[config.mk]
export PLATFORM = sky130hd
export DESIGN_NAME = sevenseg_scanner_flat
export DESIGN_NICKNAME = d
export VERILOG_FILES = /design/src/rtl/sevenseg_scanner_if.sv /design/src/rtl/sevenseg_scanner.sv /design/src/flat_wrapper.sv
export SDC_FILE = /design/constraint.sdc
export NUM_CORES = 1
export LEC_CHECK = 0
export ABC_AREA = 1
export BUFFER_PORTS_ARGS = -buffer_cell sky130_fd_sc_hd__buf_4
export CAP_MARGIN = 20
export CORE_MARGIN = 5
export CORE_UTILIZATION = 59
export CTS_CLUSTER_DIAMETER = 50
export CTS_CLUSTER_SIZE = 40
export DETAILED_ROUTE_END_ITERATION = 10
export PLACE_DENSITY = 0.95
export SLEW_MARGIN = 10
export SYNTH_ARGS = -nofsm -noshare
export SYNTH_HDL_FRONTEND = slang
export SYNTH_SLANG_ARGS = --single-unit
export TNS_END_PERCENT = 5
[constraint.sdc]
create_clock -name CLK -period 4.85 [get_ports CLK]
set_clock_uncertainty 0.2 [all_clocks]
set_input_delay 0.2425 -clock CLK [delete_from_list [all_inputs] [get_ports CLK]]
set_output_delay 0.2425 -clock CLK [all_outputs]
set_load 0.005 [all_outputs]
[src/rtl/sevenseg_scanner_if.sv]
// Display bus between data producers and the seven-segment scanner.
// Producers drive digit data and display controls; the scanner drives the board pins.
interface sevenseg_scanner_if #(
   parameter int unsigned NUM_DIGITS = 4,
   parameter int unsigned DIM_BITS   = 3
);
   logic [NUM_DIGITS-1:0]   EN;
   logic [4*NUM_DIGITS-1:0] D;
   logic [NUM_DIGITS-1:0]   DP;
   logic [NUM_DIGITS-1:0]   BLINK;
   logic                    LZ_BLANK;
   logic [DIM_BITS-1:0]     BRIGHT;
   logic [NUM_DIGITS-1:0]   AN;
   logic [7:0]              C;
   logic                    FRAME;

   modport master (
      output EN, D, DP, BLINK, LZ_BLANK, BRIGHT,
      input  AN, C, FRAME
   );

   modport slave (
      input  EN, D, DP, BLINK, LZ_BLANK, BRIGHT,
      output AN, C, FRAME
   );
endinterface

[src/rtl/sevenseg_scanner.sv]
// Multiplexed common-anode seven-segment scanner with per-digit decimal point and blink,
// PWM brightness, leading-zero blanking, one-cycle anti-ghosting dead time and a frame strobe.
module sevenseg_scanner #(
   parameter int unsigned NUM_DIGITS   = 4,
   parameter int unsigned TICK_BITS    = 17,
   parameter int unsigned DIM_BITS     = 3,
   parameter int unsigned BLINK_FRAMES = 64
) (
   input logic               CLK,
   input logic               RST,
   sevenseg_scanner_if.slave bus
);
   localparam int unsigned SLOT_BITS = (NUM_DIGITS > 1) ? $clog2(NUM_DIGITS) : 1;
   localparam int unsigned FCNT_BITS = (BLINK_FRAMES > 1) ? $clog2(BLINK_FRAMES) : 1;
   localparam logic [TICK_BITS-1:0] TICK_MAX  = '1;
   localparam logic [SLOT_BITS-1:0] SLOT_LAST = SLOT_BITS'(NUM_DIGITS - 1);
   localparam logic [FCNT_BITS-1:0] FCNT_LAST = FCNT_BITS'(BLINK_FRAMES - 1);

   logic [TICK_BITS-1:0]  tick_q, tick_d;
   logic [SLOT_BITS-1:0]  slot_q, slot_d;
   logic [FCNT_BITS-1:0]  frame_cnt_q, frame_cnt_d;
   logic                  hidden_q, hidden_d;
   logic [NUM_DIGITS-1:0] an_q, an_d;
   logic [7:0]            c_q, c_d;
   logic                  frame_q, frame_d;

   logic                  frame_end;
   logic [NUM_DIGITS-1:0] suppress;
   logic                  zero_run;
   logic [3:0]            digit;
   logic                  lit;

   // Active-low segment pattern {g,f,e,d,c,b,a} for one hex digit.
   function automatic logic [6:0] decode(input logic [3:0] v);
      logic [6:0] s;
      case (v)
         4'h0: s = 7'h40;
         4'h1: s = 7'h79;
         4'h2: s = 7'h24;
         4'h3: s = 7'h30;
         4'h4: s = 7'h19;
         4'h5: s = 7'h12;
         4'h6: s = 7'h02;
         4'h7: s = 7'h78;
         4'h8: s = 7'h00;
         4'h9: s = 7'h10;
         4'hA: s = 7'h08;
         4'hB: s = 7'h03;
         4'hC: s = 7'h46;
         4'hD: s = 7'h21;
         4'hE: s = 7'h06;
         default: s = 7'h0E;
      endcase
      return s;
   endfunction

   assign frame_end = (slot_q == SLOT_LAST) && (tick_q == TICK_MAX);

   // Scan counters: tick prescaler, slot select, frame count and blink phase.
   always_comb begin
      tick_d      = tick_q + 1'b1;
      slot_d      = slot_q;
      frame_cnt_d = frame_cnt_q;
      hidden_d    = hidden_q;
      if (tick_q == TICK_MAX) begin
         slot_d = (slot_q == SLOT_LAST) ? '0 : slot_q + 1'b1;
      end
      if (frame_end) begin
         if (frame_cnt_q == FCNT_LAST) begin
            frame_cnt_d = '0;
            hidden_d    = ~hidden_q;
         end else begin
            frame_cnt_d = frame_cnt_q + 1'b1;
         end
      end
   end

   // Leading-zero suppression: a digit is blank if it and every digit above it is a bare zero.
   always_comb begin
      suppress = '0;
      zero_run = 1'b1;
      for (int i = int'(NUM_DIGITS) - 1; i >= 1; i--) begin
         zero_run    = zero_run & (bus.D[4*i +: 4] == 4'h0) & ~bus.DP[i];
         suppress[i] = bus.LZ_BLANK & zero_run;
      end
   end

   // Next pin values for the current slot; tick 0 is dead time so anodes never overlap.
   always_comb begin
      digit   = bus.D[{slot_q, 2'b00} +: 4];
      lit     = bus.EN[slot_q] & ~(bus.BLINK[slot_q] & hidden_q) & ~suppress[slot_q] &
                (tick_q != '0) & (tick_q[TICK_BITS-1 -: DIM_BITS] <= bus.BRIGHT);
      an_d    = '1;
      c_d     = 8'hFF;
      frame_d = frame_end;
      if (lit) begin
         an_d[slot_q] = 1'b0;
         c_d          = {~bus.DP[slot_q], decode(digit)};
      end
   end

   // State and output registers with synchronous reset.
   always_ff @(posedge CLK) begin
      if (RST) begin
         tick_q      <= '0;
         slot_q      <= '0;
         frame_cnt_q <= '0;
         hidden_q    <= 1'b0;
         an_q        <= '1;
         c_q         <= 8'hFF;
         frame_q     <= 1'b0;
      end else begin
         tick_q      <= tick_d;
         slot_q      <= slot_d;
         frame_cnt_q <= frame_cnt_d;
         hidden_q    <= hidden_d;
         an_q        <= an_d;
         c_q         <= c_d;
         frame_q     <= frame_d;
      end
   end

   assign bus.AN    = an_q;
   assign bus.C     = c_q;
   assign bus.FRAME = frame_q;
endmodule
[src/flat_wrapper.sv]
// flat-port wrapper written by rule: the top's interface ports become plain ports
module sevenseg_scanner_flat 
#(
   parameter int unsigned NUM_DIGITS   = 4,
   parameter int unsigned TICK_BITS    = 17,
   parameter int unsigned DIM_BITS     = 3,
   parameter int unsigned BLINK_FRAMES = 64
)
  (CLK, RST, bus_EN, bus_D, bus_DP, bus_BLINK, bus_LZ_BLANK, bus_BRIGHT, bus_AN, bus_C, bus_FRAME);
  sevenseg_scanner_if #(.NUM_DIGITS(NUM_DIGITS), .DIM_BITS(DIM_BITS)) bus_i ();
  input logic CLK;
  input logic RST;
  input wire logic [$bits(bus_i.EN)-1:0] bus_EN;
  input wire logic [$bits(bus_i.D)-1:0] bus_D;
  input wire logic [$bits(bus_i.DP)-1:0] bus_DP;
  input wire logic [$bits(bus_i.BLINK)-1:0] bus_BLINK;
  input wire logic [$bits(bus_i.LZ_BLANK)-1:0] bus_LZ_BLANK;
  input wire logic [$bits(bus_i.BRIGHT)-1:0] bus_BRIGHT;
  output wire logic [$bits(bus_i.AN)-1:0] bus_AN;
  output wire logic [$bits(bus_i.C)-1:0] bus_C;
  output wire logic [$bits(bus_i.FRAME)-1:0] bus_FRAME;
  assign bus_i.EN = bus_EN;
  assign bus_i.D = bus_D;
  assign bus_i.DP = bus_DP;
  assign bus_i.BLINK = bus_BLINK;
  assign bus_i.LZ_BLANK = bus_LZ_BLANK;
  assign bus_i.BRIGHT = bus_BRIGHT;
  assign bus_AN = bus_i.AN;
  assign bus_C = bus_i.C;
  assign bus_FRAME = bus_i.FRAME;
  sevenseg_scanner #(.NUM_DIGITS(NUM_DIGITS), .TICK_BITS(TICK_BITS), .DIM_BITS(DIM_BITS), .BLINK_FRAMES(BLINK_FRAMES)) u_core (.CLK(CLK), .RST(RST), .bus(bus_i));
endmodule
After elaboration in Yosys (flattened, before gate mapping)

Memory sizes are Yosys's and may differ from the RTL's. A register that Yosys moved wholly into a read port is not among the register bits.
Index checks and enable logic that the tools add are counted.

Register bits: 39
Memory bits (read-only): 112
Bits of input ports: 34
Output and inout port bits: 13
Word-level logic and storage cells: 60
Memories: 1

Add/sub/neg operators: 3
$lt $le $gt $ge: 3
Equal/unequal tests: 3
Shifts and indexed selects: 1
Multiplexer cells: 12
Bitwise logic cells: 22
Reduce and logical (&&, ||, !) cells: 8

Memory list:

| memory          | words | width | rd ports | clocked after Yosys merged registers in | wr ports | line                   | text |
|---|---|---|---|---|---|---|---|
| (no name shown) | 16    | 7     | 1        | 1                                       | 0        | sevenseg_scanner.sv:36 | `case (v)` |

Operator list:

| operator              | number |
|---|---|
| $add 17x1->17 const B | 1 |
| $eq 17x17->1 const B  | 1 |
| $reduce_bool 17->1    | 1 |
| $shiftx 16x5->4       | 1 |
| $and 1x1->1           | 13 |
| $logic_not 4->1       | 3 |
| $bmux 1 s2            | 4 |
| $not 1->1             | 8 |
| $add 6x1->6 const B   | 1 |
| $eq 6x6->1 const B    | 1 |
| $mux 6                | 1 |
| $mux 1                | 5 |
| $not 4->4             | 1 |
| $le 3x3->1            | 1 |
| $lt 2x3->1 const B    | 1 |
| $add 2x1->2 const B   | 1 |
| $demux 1 s2           | 1 |
| $eq 2x2->1 const B    | 1 |
| $ge 2x1->1 const B    | 1 |
| $logic_and 1x1->1     | 2 |
| $mux 2                | 1 |
| $reduce_and 2->1      | 1 |
| $reduce_or 2->1       | 1 |

Logic depth before layout (Yosys ltp)

Gate-level depths: netlist of the first run.

Depth after elaboration: 15
Gate-level depth with buffers: 14
Depth with buffers taken out: 12

Worst setup path before layout of the first run

No wires, ideal clock.

Path kind: reg-to-reg
From: register u_core.tick_q[0]
To: register u_core.frame_cnt_q[5]
Setup time: 116 ps
Data arrival time: 2007 ps
Data required time: 4534 ps
Setup slack: 2527 ps
Cell stages (with the launch flop): 13
Path buffers: 0
Period minus slack after synthesis: 2323 ps
Path through: dfxtp_1 > ha_1 > nand2_1 > nor2_1 > and3_1 > nand2_1 > nor3_1 > ha_1 > nand2_1 > nor3_1 > nand3_1 > nand2_1 > a21oi_1

Word-level cells in the longest chain between the ends: 2

RTL lines:

| what                   | line                    | text |
|---|---|---|
| start, declared        | sevenseg_scanner.sv:19  | `logic [TICK_BITS-1:0] tick_q, tick_d;` |
| start signal, assigned | sevenseg_scanner.sv:113 | `tick_q <= tick_d;` |
| $eq 17x17->1           | sevenseg_scanner.sv:57  | `assign frame_end = (slot_q == SLOT_LAST) && (tick_q == TICK_MAX);` |
| $logic_and 1x1->1      | sevenseg_scanner.sv:57  |  |
| end signal, assigned   | sevenseg_scanner.sv:115 | `frame_cnt_q <= frame_cnt_d;` |
| end, declared          | sevenseg_scanner.sv:21  | `logic [FCNT_BITS-1:0] frame_cnt_q, frame_cnt_d;` |

No other way between the ends.
A chain may end at the register's enable or synchronous reset.

Final worst setup path of the first run

Ends and elaborated chain as after synthesis.

==> results of run 1 <==
[routing by layer]
metal  wire (microns)  track usage  part of all wire  up-vias
met2             2880        0.411              0.51       86
met4               94       0.0902             0.017        0
met1             2230        0.255              0.40     1070
met3              393       0.0424             0.070       13
met5                0            0                 0        -
li1                 -            -                 -     1230
[synthesized netlist by cell type (3+ instances only)]
| library cell | instances | area share |
|---|---|---|
| nand2_1 | 112 | 0.18 |
| inv_1 | 47 | 0.075 |
| nor2_1 | 42 | 0.067 |
| dfxtp_1 | 39 | 0.33 |
| nand3_1 | 37 | 0.078 |
| ha_1 | 17 | 0.090 |
| a21oi_1 | 15 | 0.032 |
| nor3_1 | 11 | 0.023 |
| o21ai_0 | 8 | 0.017 |
| nand2_2 | 6 | 0.016 |
| nand4_1 | 6 | 0.016 |
| buf_2 | 3 | 0.0064 |
[state kept, by name, indices dropped and copies added (netlist names)]
name and cells:
u_core.frame_cnt_q 6, u_core.slot_q 2, u_core.hidden_q 1, u_core.bus.AN 4
u_core.tick_q 17, u_core.bus.FRAME 1, u_core.bus.C 8
[critical path, stage by stage, from the launching register on]
cell	delay (ns)
dfxtp_1	0.39
ha_1	0.19
nand2_1	0.14
nor2_1	0.19
and3_1	0.22
nand2_1	0.08
nor3_1	0.17
ha_1	0.26
nand2_1	0.15
nor3_1	0.39
nand3_1	0.13
nand2_1	0.08
a21oi_1	0.05
[worst max path at each step]
stage / startpoint / to / slack, ns / depth (start not counted)
CTS: u_core.tick_q[0]$_SDFF_PP0_ / u_core.frame_cnt_q[5]$_SDFFE_PP0P_ / 2.10 / 12
floorplan: u_core.tick_q[0]$_SDFF_PP0_ / u_core.frame_cnt_q[5]$_SDFFE_PP0P_ / 2.53 / 12
global route: u_core.tick_q[0]$_SDFF_PP0_ / u_core.frame_cnt_q[5]$_SDFFE_PP0P_ / 1.74 / 11
detailed placement: u_core.tick_q[0]$_SDFF_PP0_ / u_core.frame_cnt_q[5]$_SDFFE_PP0P_ / 2.15 / 12
finish: u_core.tick_q[0]$_SDFF_PP0_ / u_core.frame_cnt_q[5]$_SDFFE_PP0P_ / 2.09 / 12
global placement: u_core.tick_q[0]$_SDFF_PP0_ / u_core.frame_cnt_q[5]$_SDFFE_PP0P_ / 2.36 / 12
[power by group through the flow]
stage               clock, mW  sequential, mW  combinational [mW]
finish                  0.263           0.329              0.0834
global route            0.279           0.329              0.0948
CTS                     0.264           0.329              0.0835
detailed placement          0           0.337              0.0822
global placement            0           0.336              0.0799
floorplan                   0           0.336              0.0457
[cell type report]
type                    count  area (sq um)  share of cell area
multi-input cells         267          1330               0.473
flip-flops and latches     39           781               0.278
clock inverters             2          37.5              0.0134
inverters                  49           186              0.0663
repair buffers             46           345               0.123
well taps                  50          62.6              0.0223
clock buffers               5          68.8              0.0245
[cells by family after synthesis]
logic type,count (synthesis),synth area share
compound gates,26,0.0588
flops,39,0.331
buf+inv,57,0.106
fa+ha+maj,17,0.0901
xor+xnor,3,0.0111
simple gates,221,0.403
==> impl_metrics.toml, run 1 <==
[timing]
period_share = 0.569
setup_viol = 0
max_slew_margin = 0.546
hold_slack_ns = 0.0453
setup_ws_ns = 2.09
hold_violations = 0
rsz0062_at_grt = "false"
tightestPinTransition_ns = 0.680
slew_violations = 0
finalCriticalPeriod_ns = 2.76
max_freq_mhz = 363
setup_tns_ns = 0

[place]
numPlacedInstances = 451
numPortBuffers = 46
pre_cts_ws_ns = 2.15
gp_congestion = 0.894
dpl.hpwl_mm = 4.24
place_area_sq_um = 2710

[die]
num_rows = 23
fp.coreArea_sq_um = 3940
initial_utilization = 0.599
num_io_pins = 47
die_x_microns = 73.3
fp.dieH_microns = 73.3
die-area_sq_um = 5370

[hold_path]
min_to = "u_core.bus.C[7]$_SDFF_PP1_"
min_path_type = "in -> reg"
min_from = "bus_DP[3]"
holdPathStages = 4

[routing]
routed_via_density = 5.24
wl_per_cell_microns = 12.2
wirelength_mm = 5.59
firstDrtPassIters = 5
drtIter0Drc = 221
vias = 2399
ant_nets = 0
drc_errors = 0

[clocking]
post_cts_buffers = 0
root_buffer = "clkbuf_8"
cts_max_level = 2
cts_resized = 0
clk_path_buf_depth = 2
clock_sinks = 39
numCtsBuffers = 5
hold_buffers = 0
clkTransAtPathRegs_ns = 0.07
cts_tree = "built"
clk_latency_ns = 0.30

[critical_path]
reg2reg_setup_slack_ns = 2.09
worstPathMaxFanout = 6
reg2reg_depth = 12
crit_required_ns = 4.84
cp.arrival_ns = 2.75
cp-end-kind = "flip-flop"
r2r-end = "u_core.frame_cnt_q[5]$_SDFFE_PP0P_"
rr_startpoint = "u_core.tick_q[0]$_SDFF_PP0_"
start_kind = "flip-flop"
crit_type = "reg -> reg"

[synthesis]
synth-async-reset-ratio = 0
ys_ff_latch = 39
syn_inst = 363
ys_seq_area_frac = 0.331
yosysWarningCount = 0
yosysUniqueCellTypes = 30
synth_area_per_cell_sq_um = 6.50
syn_nets = 414
synth_edf_count = 0
synth_top_flop_cell = "dfxtp_1"
synthesis.area_sq_um = 2360

[global_routing]
grt_start_max_net_pins = 20
grt_pass1_wl_mm = 9.53
overflow = 0
grt_use_total = 0.225
grt_pass1_vias = 2292
antenna_found_initial = 0

[power]
netSwitchingFraction = 0.236
finalPower_mw = 0.675
intPower_mw = 0.516
clkPwrFrac = 0.389
ir_worst_vdd_mv = 0.149
cellPowerDensity_nw_per_um2 = 240
p_seq_frac = 0.487
p_comb_frac = 0.124
netSwitchingPower_mw = 0.159
leakagePower_nw = 1.35

[cells_and_area]
design_area_sq_um = 2810
antenna_cells = 0
most-common-layout-cells = "112 x nand2_1, 47 x inv_1, 46 x buf_4"
final_common_cell = "nand2_1"
finalNetCount = 459
final_cells = 458
drive_above_1_share = 0.164
syn2layout_area_growth_pct = 19.1
fill_cells = 293
fin_util = 0.713

[run]
drv_cap = 0

[outcome]
status = "complete, no violations"
Power figures use the tool's default switching activity.
==> inputs of run 2 (changes only) <==
ABC_AREA = 0   (was 1)
CORE_UTILIZATION = 54   (was 59)
PLACE_DENSITY = 0.9   (was 0.95)
clock period = 2.8 ns   (was 4.85 ns; I/O delays follow)
==> run 2 against run 1 <==
  * Maximum frequency up 5.7%
  * Clock power is 84% higher
  * Die area is 3.1% lower
  * Sequential power is 73% higher
  * Synthesized cell count down 39%
  * Core utilization down 0.62 points
  * Via count shrank 28%
  * Synthesized area is 12% lower
  * Combinational power grew 53%
  * Register-to-register slack got worse by 1.9 ns
  * Critical endpoint is now u_core.bus.C[3]$_SDFF_PP1_
  * Largest cell class unchanged
  * Highest routed layer unchanged
==> impl_metrics.toml, run 2 <==
[outcome]
status = "complete, no violations"

[timing]
max_freq_mhz = 383
rsz0062_at_grt = "false"
finalCriticalPeriod_ns = 2.61
tightestPinTransition_ns = 0.594
setup_ws_ns = 0.192
hold_violations = 0
max_slew_margin = 0.601
setup_viol = 0
slew_violations = 0
setup_tns_ns = 0
period_share = 0.932

[critical_path]
path_buf_inv = 3
path_cells = "buf_4, mux4_2, inv_1, ha_1, inv_1, mux4_2, nand2b_1"
start_kind = "flip-flop"
rr_startpoint = "u_core.slot_q[0]$_SDFFE_PP0N_"
reg2reg_depth = 7
r2r-end = "u_core.bus.C[3]$_SDFF_PP1_"
crit_type = "reg -> reg"
reg2reg_setup_slack_ns = 0.19
crit_required_ns = 2.78
cp-end-kind = "flip-flop"
cpMaxStageDelayCell = "mux4_2"
cpPeakStageDelay_ns = 0.58
worstPathMaxFanout = 11
cp.arrival_ns = 2.58
cp_top_family = "multiplexers"

[synthesis]
synth_edf_count = 0
yosysUniqueCellTypes = 42
synthesis.area_sq_um = 2080
yosysMostFrequentCell = "dfxtp_1"
synth_commonest_cells = "39 x dfxtp_1, 28 x nor2_1, 21 x nand2_1"
ys_ff_latch = 39
synth_top_area_cell = "dfxtp_1"
syn_nets = 272
syn_inst = 221
synth_area_leaders = "dfxtp_1 37%, ha_1 10%, mux4_2 7.6%"
ys_seq_area_frac = 0.375
synth_top_area_share = 0.375
synth_top_flop_cell = "dfxtp_1"
synth-async-reset-ratio = 0
yosysWarningCount = 0
synth_area_per_cell_sq_um = 9.43

[clocking]
root_buffer = "clkbuf_8"
clk_path_buf_depth = 2
cts_tree = "built"
clkTransAtPathRegs_ns = 0.08
clock_sinks = 39
cts_max_level = 2
post_cts_buffers = 0
clk_latency_ns = 0.30
numCtsBuffers = 5

[routing]
drtIter0Drc = 184
wl_met2_mm = 2.34
wl_met1_mm = 1.78
drc_errors = 0
wirelength_mm = 4.51
wl_met3_microns = 311
ant_nets = 0
routed_via_density = 5.43
top_layer = "met4"
firstDrtPassIters = 4
vias = 1732
wl_per_cell_microns = 14.1

[run]
drv_cap = 0

[place]
gp_congestion = 0.859
numPortBuffers = 46
pre_cts_ws_ns = 0.188
dpl.hpwl_mm = 3.48

[global_routing]
antenna_found_initial = 0
grt_use_total = 0.188
grt_pass1_vias = 1680
overflow = 0
grt_start_max_net_pins = 27
grt_pass1_wl_mm = 7.59

[cells_and_area]
largest_reg_flops = 17
antenna_cells = 0
final_common_cell = "buf_4"
drive_above_1_share = 0.266
most-common-layout-cells = "50 x buf_4, 38 x dfxtp_1, 28 x nor2_1"
top_register = "u_core.tick_q"
finalNetCount = 321
syn2layout_area_growth_pct = 25.2
fill_cells = 280

[die]
num_rows = 22
fp.coreArea_sq_um = 3690
fp.dieH_microns = 72.1
initial_utilization = 0.565
num_io_pins = 47
die_x_microns = 72.1
die-area_sq_um = 5200

[power]
cellPowerDensity_nw_per_um2 = 454
ir_worst_vdd_mv = 0.317
leakagePower_nw = 1.06

[hold_path]
min_path_type = "in -> reg"
holdPathStages = 3
min_from = "bus_DP[0]"
min_to = "u_core.bus.C[7]$_SDFF_PP1_"
[run 2: cell count changes in the layout (fill, tap and decap cells not counted), sizes merged, moves of 8 or more]
cell   before  now
inv        49   14
nor2       44   28
nand2     119   21
nand3      38    5
xor2        1   12
mux4        0    8
a21oi      16    5
[run 2: repair_timing]
item | 4_1_cts | 5_1_grt
setup endpoints to repair | 0 | 1
hold endpoints to repair | 15 | 0
hold buffers | 1 | 0
resized for setup | 0 | 2
[run 2: kinds of logic after synthesis]
group / count (synthesis) / share of synthesized area
AO/OA/AOI/OAI: 15 / 0.0481
XOR/XNOR: 19 / 0.0799
adder cells (fa/ha/maj): 17 / 0.102
buffers and inverters: 23 / 0.0444
flip-flops: 39 / 0.375
multiplexers: 13 / 0.113
AND/OR/NAND/NOR: 95 / 0.238
[run 2: worst register-to-register path: stages, from the launching register on]
cell      delay [ns]
dfxtp_1         0.56
buf_4           0.23
mux4_2          0.58
inv_1           0.14
ha_1            0.15
inv_1           0.05
mux4_2          0.43
nand2b_1        0.14
[run 2: cell type report]
class	instances	area (sq um)	area share
Clock inverter	2	35.0	0.0134
Timing Repair Buffer	51	385	0.148
Sequential cell	39	782	0.300
Clock buffer	6	82.6	0.0317
Multi-Input combinational cell	159	1210	0.464
Inverter	14	52.6	0.0202
Tap cell	48	60.1	0.0230
[run 2: worst max path at each step]
| stage | slack, ns | endpoint | start | cells after the start |
|---|---|---|---|---|
| floorplan | 0.24 | u_core.frame_cnt_q[5]$_SDFFE_PP0P_ | u_core.tick_q[0]$_SDFF_PP0_ | 11 |
| detailed placement | 0.19 | u_core.frame_cnt_q[5]$_SDFFE_PP0P_ | u_core.tick_q[0]$_SDFF_PP0_ | 10 |
| global route | 0.002 | u_core.frame_cnt_q[5]$_SDFFE_PP0P_ | u_core.tick_q[1]$_SDFF_PP0_ | 10 |
| CTS | 0.13 | u_core.frame_cnt_q[5]$_SDFFE_PP0P_ | u_core.tick_q[0]$_SDFF_PP0_ | 10 |
| finish | 0.19 | u_core.bus.C[3]$_SDFF_PP1_ | u_core.slot_q[0]$_SDFFE_PP0N_ | 7 |
| global placement | 0.26 | u_core.frame_cnt_q[5]$_SDFFE_PP0P_ | u_core.tick_q[0]$_SDFF_PP0_ | 10 |
[run 2: metrics by stage]
step / total power, mW / hold WS [ns] / instance area [sq um] / std cells / utilization
final: 1.18 / 0.0405 / 2610 / 319 / 0.707
after global routing: 1.24 / 0.0417 / 2610 / 319 / 0.707
after CTS: 1.19 / 0.0252 / 2610 / 319 / 0.707
after global placement: 0.704 / 0.255 / 2480 / 310 / 0.672
after floorplan: 0.645 / 0.219 / 2080 / 221 / -
after detailed placement: 0.709 / 0.263 / 2480 / 310 / 0.672
[run 2: where the power goes]
group	switching [mW]	leakage (nW)	internal [mW]
logic	0.0559	0.686	0.0720
clock network	0.197	0.0612	0.288
registers	0.00489	0.316	0.566
total	0.257	1.06	0.926
[run 2: layer usage]
metal	vias up	global-route usage
met5	-	0
met3	7	0.0609
met4	0	0.0856
li1	865	-
met1	797	0.209
met2	63	0.326
